===== config.mk =====
export PLATFORM = sky130hd
export DESIGN_NAME = ps2_key_decoder
export DESIGN_NICKNAME = d
export VERILOG_FILES = /design/src/rtl/ps2_key_decoder.sv
export SDC_FILE = /design/constraint.sdc
export NUM_CORES = 1
export LEC_CHECK = 0
export ABC_AREA = 1
export BUFFER_PORTS_ARGS = -buffer_cell sky130_fd_sc_hd__buf_2
export CAP_MARGIN = 20
export CORE_ASPECT_RATIO = 1.5
export CORE_MARGIN = 4
export CORE_UTILIZATION = 38
export CTS_CLUSTER_SIZE = 8
export DETAILED_ROUTE_END_ITERATION = 10
export GPL_ROUTABILITY_DRIVEN = 0
export PLACE_DENSITY = 0.64
export SLEW_MARGIN = 20
export SYNTH_ARGS = -nofsm -noshare
export SYNTH_HDL_FRONTEND = slang
export SYNTH_SLANG_ARGS = --single-unit

===== constraint.sdc =====
create_clock -name sys_clk -period 2.3 [get_ports sys_clk]
set_input_delay 0.345 -clock sys_clk [delete_from_list [all_inputs] [get_ports sys_clk]]
set_output_delay 0.345 -clock sys_clk [all_outputs]
set_load 0.05 [all_outputs]

===== src/rtl/ps2_key_decoder.sv =====
// PS/2 Set-2 key decoder: prefix tracking, key mapping, held bitmap and event FIFO.
module ps2_key_decoder #(
  parameter int unsigned DEPTH_LOG2      = 2,
  parameter int unsigned TIMEOUT_CYCLES  = 50000,
  parameter int unsigned SUPPRESS_REPEAT = 1
) (
  input  logic       sys_clk,
  input  logic       reset,
  input  logic       scan_code_ready,
  input  logic [7:0] scan_code,
  input  logic       parity_flag,
  output logic       event_valid,
  input  logic       event_ready,
  output logic [3:0] event_code,
  output logic       event_release,
  output logic [7:0] key_state,
  output logic       overflow,
  output logic [7:0] parity_err_count
);

  localparam int unsigned DEPTH = 1 << DEPTH_LOG2;
  localparam int unsigned CNT_W = DEPTH_LOG2 + 1;
  localparam int unsigned TMO_W = $clog2(TIMEOUT_CYCLES) + 1;
  localparam logic [TMO_W-1:0] TMO_LAST = TMO_W'(TIMEOUT_CYCLES - 1);
  localparam logic SUPP = (SUPPRESS_REPEAT != 0);

  typedef enum logic [1:0] {
    S_IDLE,
    S_EXT,
    S_BRK,
    S_EXT_BRK
  } state_t;

  state_t                r_state;
  state_t                w_state_next;
  logic                  r_ready_d;
  logic [TMO_W-1:0]      r_tmo;
  logic [7:0]            r_key_state;
  logic                  r_overflow;
  logic [7:0]            r_perr;
  logic [4:0]            r_mem [DEPTH];
  logic [DEPTH_LOG2-1:0] r_wr_ptr;
  logic [DEPTH_LOG2-1:0] r_rd_ptr;
  logic [CNT_W-1:0]      r_count;

  logic       w_accept;
  logic       w_make;
  logic       w_release;
  logic [3:0] w_key;
  logic [2:0] w_idx;
  logic       w_held;
  logic       w_push;
  logic       w_pop;
  logic       w_full;
  logic       w_wr;

  // Set-2 byte to game key enum; 0 means unmapped.
  function automatic logic [3:0] f_map(input logic [7:0] b);
    case (b)
      8'h75, 8'h1D: f_map = 4'd1;
      8'h72, 8'h1B: f_map = 4'd2;
      8'h6B, 8'h1C: f_map = 4'd3;
      8'h74, 8'h23: f_map = 4'd4;
      8'h2D:        f_map = 4'd5;
      8'h3C:        f_map = 4'd6;
      8'h76:        f_map = 4'd7;
      8'h5A:        f_map = 4'd8;
      default:      f_map = 4'd0;
    endcase
  endfunction

  assign w_accept = scan_code_ready && !r_ready_d;
  assign w_key    = f_map(scan_code);
  assign w_idx    = 3'(w_key - 4'd1);
  assign w_held   = r_key_state[w_idx];
  assign w_push   = (w_key != 4'd0) &&
                    ((w_make && !(w_held && SUPP)) || (w_release && w_held));
  assign w_pop    = (r_count != '0) && event_ready;
  assign w_full   = (r_count == CNT_W'(DEPTH));
  assign w_wr     = w_push && (!w_full || w_pop);

  // Prefix state register.
  always_ff @(posedge sys_clk or posedge reset) begin
    if (reset) r_state <= S_IDLE;
    else       r_state <= w_state_next;
  end

  // Next state and make/release decode for the accepted byte.
  always_comb begin
    w_state_next = r_state;
    w_make       = 1'b0;
    w_release    = 1'b0;
    if (w_accept) begin
      if (!parity_flag) begin
        w_state_next = S_IDLE;
      end else begin
        case (r_state)
          S_IDLE: begin
            if (scan_code == 8'hE0)      w_state_next = S_EXT;
            else if (scan_code == 8'hF0) w_state_next = S_BRK;
            else begin
              w_make       = 1'b1;
              w_state_next = S_IDLE;
            end
          end
          S_EXT: begin
            if (scan_code == 8'hF0)      w_state_next = S_EXT_BRK;
            else if (scan_code == 8'hE0) w_state_next = S_EXT;
            else begin
              w_make       = 1'b1;
              w_state_next = S_IDLE;
            end
          end
          default: begin
            w_state_next = S_IDLE;
            if (scan_code != 8'hE0 && scan_code != 8'hF0) w_release = 1'b1;
          end
        endcase
      end
    end else if (r_state != S_IDLE && r_tmo == TMO_LAST) begin
      w_state_next = S_IDLE;
    end
  end

  // Edge detect, prefix timeout, held bitmap and parity error count.
  always_ff @(posedge sys_clk or posedge reset) begin
    if (reset) begin
      r_ready_d   <= 1'b0;
      r_tmo       <= '0;
      r_key_state <= '0;
      r_perr      <= '0;
    end else begin
      r_ready_d <= scan_code_ready;
      if (w_accept || r_state == S_IDLE || r_tmo == TMO_LAST) r_tmo <= '0;
      else                                                    r_tmo <= r_tmo + TMO_W'(1);
      if (w_push) r_key_state[w_idx] <= w_make;
      if (w_accept && !parity_flag && r_perr != 8'hFF) r_perr <= r_perr + 8'd1;
    end
  end

  // Event FIFO storage, pointers, occupancy and sticky overflow.
  always_ff @(posedge sys_clk or posedge reset) begin
    if (reset) begin
      for (int i = 0; i < int'(DEPTH); i++) r_mem[i] <= '0;
      r_wr_ptr   <= '0;
      r_rd_ptr   <= '0;
      r_count    <= '0;
      r_overflow <= 1'b0;
    end else begin
      if (w_wr) begin
        r_mem[r_wr_ptr] <= {w_release, w_key};
        r_wr_ptr        <= r_wr_ptr + DEPTH_LOG2'(1);
      end
      if (w_pop) r_rd_ptr <= r_rd_ptr + DEPTH_LOG2'(1);
      case ({w_wr, w_pop})
        2'b10:   r_count <= r_count + CNT_W'(1);
        2'b01:   r_count <= r_count - CNT_W'(1);
        default: r_count <= r_count;
      endcase
      if (w_push && w_full && !w_pop) r_overflow <= 1'b1;
    end
  end

  assign event_valid      = (r_count != '0);
  assign event_code       = r_mem[r_rd_ptr][3:0];
  assign event_release    = r_mem[r_rd_ptr][4];
  assign key_state        = r_key_state;
  assign overflow         = r_overflow;
  assign parity_err_count = r_perr;

endmodule


# --- After elaboration in Yosys (flattened, before gate mapping) ---
# Index checks and enable logic that the tools add are counted.
classes:
  add_sub_neg: 7
  magnitude_cmp: 5
  eq_ne: 22
  muxes: 33
  bitwise_logic: 2
  n_reduce_logical: 34
ops:
  columns: ["op", "count"]
  rows:
  - ["$eq A8 B7 Y1 const B", 6]
  - ["$pmux W4 S8", 1]
  - ["$eq A8 B5 Y1 const B", 3]
  - ["$eq A8 B6 Y1 const B", 3]
  - ["$ne A8 B8 Y1 const B", 3]
  - ["$bwmux W20", 1]
  - ["$add A17 B1 Y17 const B", 1]
  - ["$eq A17 B16 Y1 const B", 1]
  - ["$mux W17", 1]
  - ["$eq A8 B8 Y1 const B", 2]
  - ["$mux W5", 3]
  - ["$logic_and A1 B1 Y1", 14]
  - ["$mux W1", 13]
  - ["$mux W2", 6]
  - ["$bmux W5 S2", 1]
  - ["$demux W5 S2", 1]
  - ["$reduce_or A2 Y1", 5]
  - ["$add A8 B1 Y8 const B", 1]
  - ["$bwmux W8", 1]
  - ["$ge A3 B3 Y1 const B", 2]
  - ["$not A2 Y3", 2]
  - ["$pmux W3 S2", 1]
  - ["$reduce_bool A2 Y1", 3]
  - ["$sub A3 B1 Y3 const B", 2]
  - ["17 further kinds", 26]
totals:
  regBits: 64
  output_inout_bits: 23

# --- Longest topological paths before layout ---
depth:
  ltp_word: 13
  depth_mapped: 25

# --- Least setup slack after synthesis ---
# No wires, ideal clock.
synth_timing:
  kind: "input -> register"
  from: "input port scan_code[7]"
  to: "register r_count[2]"
  setup_time_ps: 131
  t_arrival_ps: 2990
  slack_ps: -821
  path_stages: 24
  n_path_buf: 1
  cell_sequence: "inv_2 -> nand2_1 -> nor2_1 -> nand2_1 -> nand2_2 -> inv_4 -> nand2_4 -> buf_6 -> inv_1 -> ha_1 -> inv_1 -> nand2_1 -> nand2_1 -> nand2_1 -> nand3_2 -> nand3_1 -> nor2_1 -> inv_1 -> ha_1 -> inv_1 -> fa_1 -> a21oi_1 -> o21ai_0 -> xor2_1"
synth_via:
  elab_chain_cells: 13
  elab_cells_between_ends: 47
synth_rtl:
  columns: ["item", "line_no", "rtl"]
  rows:
  - ["start, declared", "10", "input logic [7:0] scan_code,"]
  - ["$eq A8 B7 Y1, or another cell as far along", "59", "case (b)"]
  - ["$reduce_or A2 Y1", "59", null]
  - ["$pmux W4 S8", "59", null]
  - ["$sub A3 B1 Y3", "74", "assign w_idx = 3'(w_key - 4'd1);"]
  - ["$bmux W1 S3", "75", "assign w_held = r_key_state[w_idx];"]
  - ["$mux W1 (not written as such)", "75", null]
  - ["$logic_not A1 Y1", "77", "((w_make && !(w_held && SUPP)) || (w_release && w_held));"]
  - ["$logic_and A1 B1 Y1", "77", null]
  - ["$logic_or A1 B1 Y1", "77", null]
  - ["$logic_and A1 B1 Y1 (*)", "76", "assign w_push = (w_key != 4'd0) &&"]
  - ["$logic_and A1 B1 Y1 (*)", "80", "assign w_wr = w_push && (!w_full || w_pop);"]
  - ["$eq A2 B1 Y1 / $eq A2 B2 Y1 (equally long branches)", "155", "case ({w_wr, w_pop})"]
  - ["$pmux W3 S2 / $reduce_bool A2 Y1 (equally long branches)", null, null]
  - ["end signal, assigned", "156", "2'b10: r_count <= r_count + CNT_W'(1);"]
  - ["end signal, assigned", "157", "2'b01: r_count <= r_count - CNT_W'(1);"]
  - ["end signal, assigned", "158", "default: r_count <= r_count;"]
  - ["end, declared", "44", "logic [CNT_W-1:0] r_count;"]
# Every way passes the cells marked *; elsewhere a longest branch is shown, timed or not. The select of a mux whose other input is x is not followed.
# A chain may end at the register's enable or synchronous reset.

# --- Worst setup path after layout ---
layout_timing:
  from: "input port scan_code[4]"
  to: "register r_mem[11] (netlist bit)"
layout_via:
  elab_chain_cells: 11
  elab_cells_between_ends: 44
layout_rtl:
  columns: ["item", "line_no", "rtl"]
  rows:
  - ["$eq A8 B7 Y1, or another cell as far along", "59", null]
  - ["$reduce_or A2 Y1", "59", null]
  - ["$pmux W4 S8", "59", null]
  - ["$sub A3 B1 Y3", "74", null]
  - ["$bmux W1 S3", "75", null]
  - ["$mux W1 (not written as such)", "75", null]
  - ["$logic_not A1 Y1", "77", null]
  - ["$logic_and A1 B1 Y1", "77", null]
  - ["$logic_or A1 B1 Y1", "77", null]
  - ["$logic_and A1 B1 Y1", "76", null]
  - ["$logic_and A1 B1 Y1", "80", null]
  - ["end signal, assigned by index", "151", "r_mem[r_wr_ptr] <= {w_release, w_key};"]
  - ["end, declared", "41", "logic [4:0] r_mem [DEPTH];"]
# Several ways; a longest one is shown, not always the timed one. The select of a mux whose other input is x is not followed.

==> run_results.csv <==
group,metric,value,unit
run_status,outcome,"finished with violations",
run_status,failed_checks,"negative setup slack",
critical_path,ff2ff_setup_slack,0.08,ns
floorplan,die_h,128,um
yosys,avgSynthCellArea,7.82,sq um
critical_path,slowest_delay,0.17,ns
grt,groute.usage.overall,17.4,%
floorplan,i_o_pin_total,36,
timing,timing.final.hold_violations,0,
critical_path,worst_setup_path_startpoint,"scan_code[4]",
power_and_ir_drop,powerDensity,759,mW/mm^2
final_layout,fin_area,0.00524,sq mm
yosys,synth_largest_area_cell,"sky130_fd_sc_hd__dfrtp_1",
final_layout,post-route-util,56.3,%
yosys,synth.yosys.seq_area_share,44.0,%
clock_network,cts_root_buffer,"sky130_fd_sc_hd__clkbuf_16",
clock_network,clock_latency,0.33,ns
grt,pin_count_of_the_biggest_net_entering_global_routing,65,
final_layout,insertedDiodeCount,0,
power_and_ir_drop,power_frac_comb,37.0,%
floorplan,die_area,0.0112,sq mm
critical_path,worstSetupEndpoint,"r_mem[11]",
yosys,yosys_register_bits,64,
place,io_buffer_count,35,
clock_network,clkTransAtPathRegs,0.05,ns
timing,final_max_slew_viol_count,0,
yosys,yosys.cell_count.top_type,"sky130_fd_sc_hd__nand2_1",
critical_path,critPathMaxFanout,4,
yosys,post-synth-top-area-fraction,44.0,%
critical_path,arrival,2.84,ns
yosys,post_synth_most_frequent_cells,"119 x sky130_fd_sc_hd__nand2_1, 64 x sky130_fd_sc_hd__dfrtp_1, 58 x sky130_fd_sc_hd__nor2_1",
place,detailedPlacementHpwl,6.40,mm
final_layout,final.fill_count,800,
power_and_ir_drop,switching_fraction,39.1,%
timing,finalWorstSetupSlack,-0.327,ns
grt,grt_first_pass_wirelength,15.5,mm
clock_network,cts_sinks,64,
route,vias,3457,
critical_path,reg2reg_depth,14,
clock_network,htreeDepth,3,
yosys,ys.warnings.count,0,
timing,period_minus_slack,2.63,ns
route,first_pass_detailed_route_iteration_total,4,
timing,final.period_utilization,114,%
power_and_ir_drop,fin_total_pwr,3.98,mW
critical_path,critical_path.n_buffers_inverters,17,
critical_path,worst_r2r_startpoint,"r_ready_d",
route,final_antenna_net_count,0,
power_and_ir_drop,share_seq_of_total_power,34.2,%
power_and_ir_drop,internal_power,2.42,mW
power_and_ir_drop,p_clk_share,28.8,%
power_and_ir_drop,power.net_switching,1.56,mW
critical_path,cp_data_required_time,2.52,ns
critical_path,path_depth,24,
floorplan,rows,43,
timing,grt_setup_unrepaired,"yes",
final_layout,drive_gt1_share,36.3,%
clock_network,clockBufferDepth,2,
timing,setup-violations-final,31,
clock_network,cts_tree,"yes",
clock_network,cts_made_buffers,9,
power_and_ir_drop,leakage_power_of_the_design,2.63,nW
critical_path,worst_setup_path_category,"input port to register",
yosys,synthArstFlopShare,100,%
critical_path,setup.worst_path.start_class,"input port",
place,placedCellCount,650,
critical_path,category_of_cells_accounting_for_the_largest_share_of_critical_path_delay,"buffers and inverters",
timing,slew-limit-headroom,66.8,%
place,placed_area,0.00445,sq mm
hold_path,worst_hold_path_type,"input port to asynchronous set/reset pin",
floorplan,fp.coreArea,0.00931,sq mm
yosys,post_synth_inst_count,465,
critical_path,path_common_cell,"sky130_fd_sc_hd__buf_4",
critical_path,timing.critical_path.cells,"buf_6, inv_4, nand2_4, nor2_4, nand2_1, nand2_2, inv_1, nand4_1, buf_4, buf_4, buf_4, buf_4, buf_4, buf_4, buf_4, buf_4, buf_4, buf_4, buf_4, buf_4, buf_4, buf_4, nand4_1, nand2_1",
timing,slew_at_the_pin_closest_to_its_max_slew_limit,0.497,ns
final_layout,layout.cells.non_filler,694,
route,detail_route.vias_per_cell,4.98,
grt,first_global_vias,3501,
route,detail_route.iter0.violations,118,
power_and_ir_drop,max-vdd-ir-drop,0.000546,V
final_layout,area.growth.synth_to_final,44.1,%
route,detail_route.drc_violations,0,
grt,overflow,0,
yosys,post_synth_design_cell_area,0.00364,sq mm
floorplan,die_width,87.9,um
yosys,synth_cell_types,41,
floorplan,starting_density,39.1,%
route,postRouteWirelength,9.22,mm
route,wl_per_cell,13.3,um
final_layout,final_net_count,603,
yosys,ys.flop_type,"sky130_fd_sc_hd__dfrtp_1",
timing,max_freq,0.381,GHz
timing,skew,0.00486,ns
yosys,syn_nets,488,
yosys,yosys-top-cells-area,"sky130_fd_sc_hd__dfrtp_1 44%, sky130_fd_sc_hd__nand2_1 12%, sky130_fd_sc_hd__nor2_1 6.0%",
grt,grt_antenna_before_repair,0,
place,placement.setup.worst_slack,-0.787,ns
job,cap_viol_max_count,0,
critical_path,worst_setup_path_end_kind,"register",
critical_path,slowest_stage,"sky130_fd_sc_hd__buf_4",
critical_path,regToRegEndpoint,"r_count[1]",
yosys,count_of_flip_flops_with_a_built_in_enable_after_synthesis,0,
-- routing by layer --
layer / vias to the layer above / GRT usage [%] / part of all wire, %
met4: 0 / 7.23 / 2.5
met1: 1646 / 19.1 / 38
li1: 1740 / - / -
met5: - / 0 / 0
met2: 53 / 31.4 / 57
met3: 18 / 3.99 / 2.6
-- power by group through the flow --
stage,sequential (mW),clock [mW],combinational (mW)
6_report,1.36,1.15,1.47
3_5_place_dp,1.38,0,1.36
4_1_cts,1.36,1.18,1.44
2_1_floorplan,1.52,0,0.862
5_1_grt,1.38,1.23,1.60
3_3_place_gp,1.37,0,1.34
-- worst min path at each step --
| stage | to |
|---|---|
| 2_1_floorplan | r_ready_d |
| 3_3_place_gp | parity_err_count[0] |
| 3_5_place_dp | r_ready_d |
| 4_1_cts | parity_err_count[1] |
| 5_1_grt | r_ready_d |
| 6_report | r_ready_d |
-- flip-flops by register name, indices dropped and copies added (netlist names), 2 cells and up --
name	count
r_wr_ptr	2
r_rd_ptr	2
parity_err_count	8
r_mem	20
r_state	2
r_tmo	17
key_state	8
r_count	3
-- layout make-up --
class	count	area (sq um)	area share (%)
Multi-Input combinational cell	334	2080	39.7
Clock inverter	2	10.0	0.191
Clock buffer	11	233	4.44
Inverter	60	285	5.44
Timing Repair Buffer	111	893	17.0
Tap cell	112	140	2.67
Sequential cell	64	1600	30.6
-- stage by stage --
stage | setup TNS, ns | hold slack [ns]
detailed placement | -13.11 | 0.447
floorplan | -1.95 | 0.376
global route | -8.75 | 0.113
finish | -4.74 | 0.0732
global placement | -10.21 | 0.441
CTS | -3.12 | 0.0950
-- worst register-to-register path, delay by kind of cell, from the launching register on --
family	cells	cell delay, ns
buffers and inverters	4	0.26
adders and majority gates	2	0.58
DFF	1	0.35
AOI/OAI and AO/OA	1	0.13
and+or+nand+nor	7	0.82
-- logic make-up (layout without fill, tap and decap cells) --
family | after synthesis | in the layout | synth area share [%]
multiplexers | 1 | 1 | 0.310
adder cells (fa/ha/maj) | 10 | 10 | 3.65
buffers and inverters | 67 | 184 | 7.71
AO/OA/AOI/OAI | 53 | 53 | 7.77
XOR/XNOR | 11 | 11 | 3.17
AND/OR/NAND/NOR | 259 | 259 | 33.4
flip-flops | 64 | 64 | 44.0
-- timing repair --
item,in CTS,in global routing
endpoints found under the setup margin,27,34
gates cloned,1,0
buffers inserted,25,5
pin swaps,19,13
endpoints found under the hold margin,0,0
hold buffers,0,0
resized for setup,40,37
-- layout by cell type, fill, tap and decap left out, types with 10 or more instances in the layout --
master / instances
sky130_fd_sc_hd__nand2_1: 94
sky130_fd_sc_hd__buf_4: 66
sky130_fd_sc_hd__dfrtp_1: 64
sky130_fd_sc_hd__nor2_1: 46
sky130_fd_sc_hd__inv_1: 43
sky130_fd_sc_hd__buf_2: 27
sky130_fd_sc_hd__nand4_1: 26
sky130_fd_sc_hd__nand2_2: 22
sky130_fd_sc_hd__o21ai_0: 19
sky130_fd_sc_hd__nand2_4: 15
sky130_fd_sc_hd__a21oi_1: 14
sky130_fd_sc_hd__nor3_1: 11
sky130_fd_sc_hd__nor2_4: 10
sky130_fd_sc_hd__buf_6: 10
No activity file was read; power rests on OpenSTA's default activity.
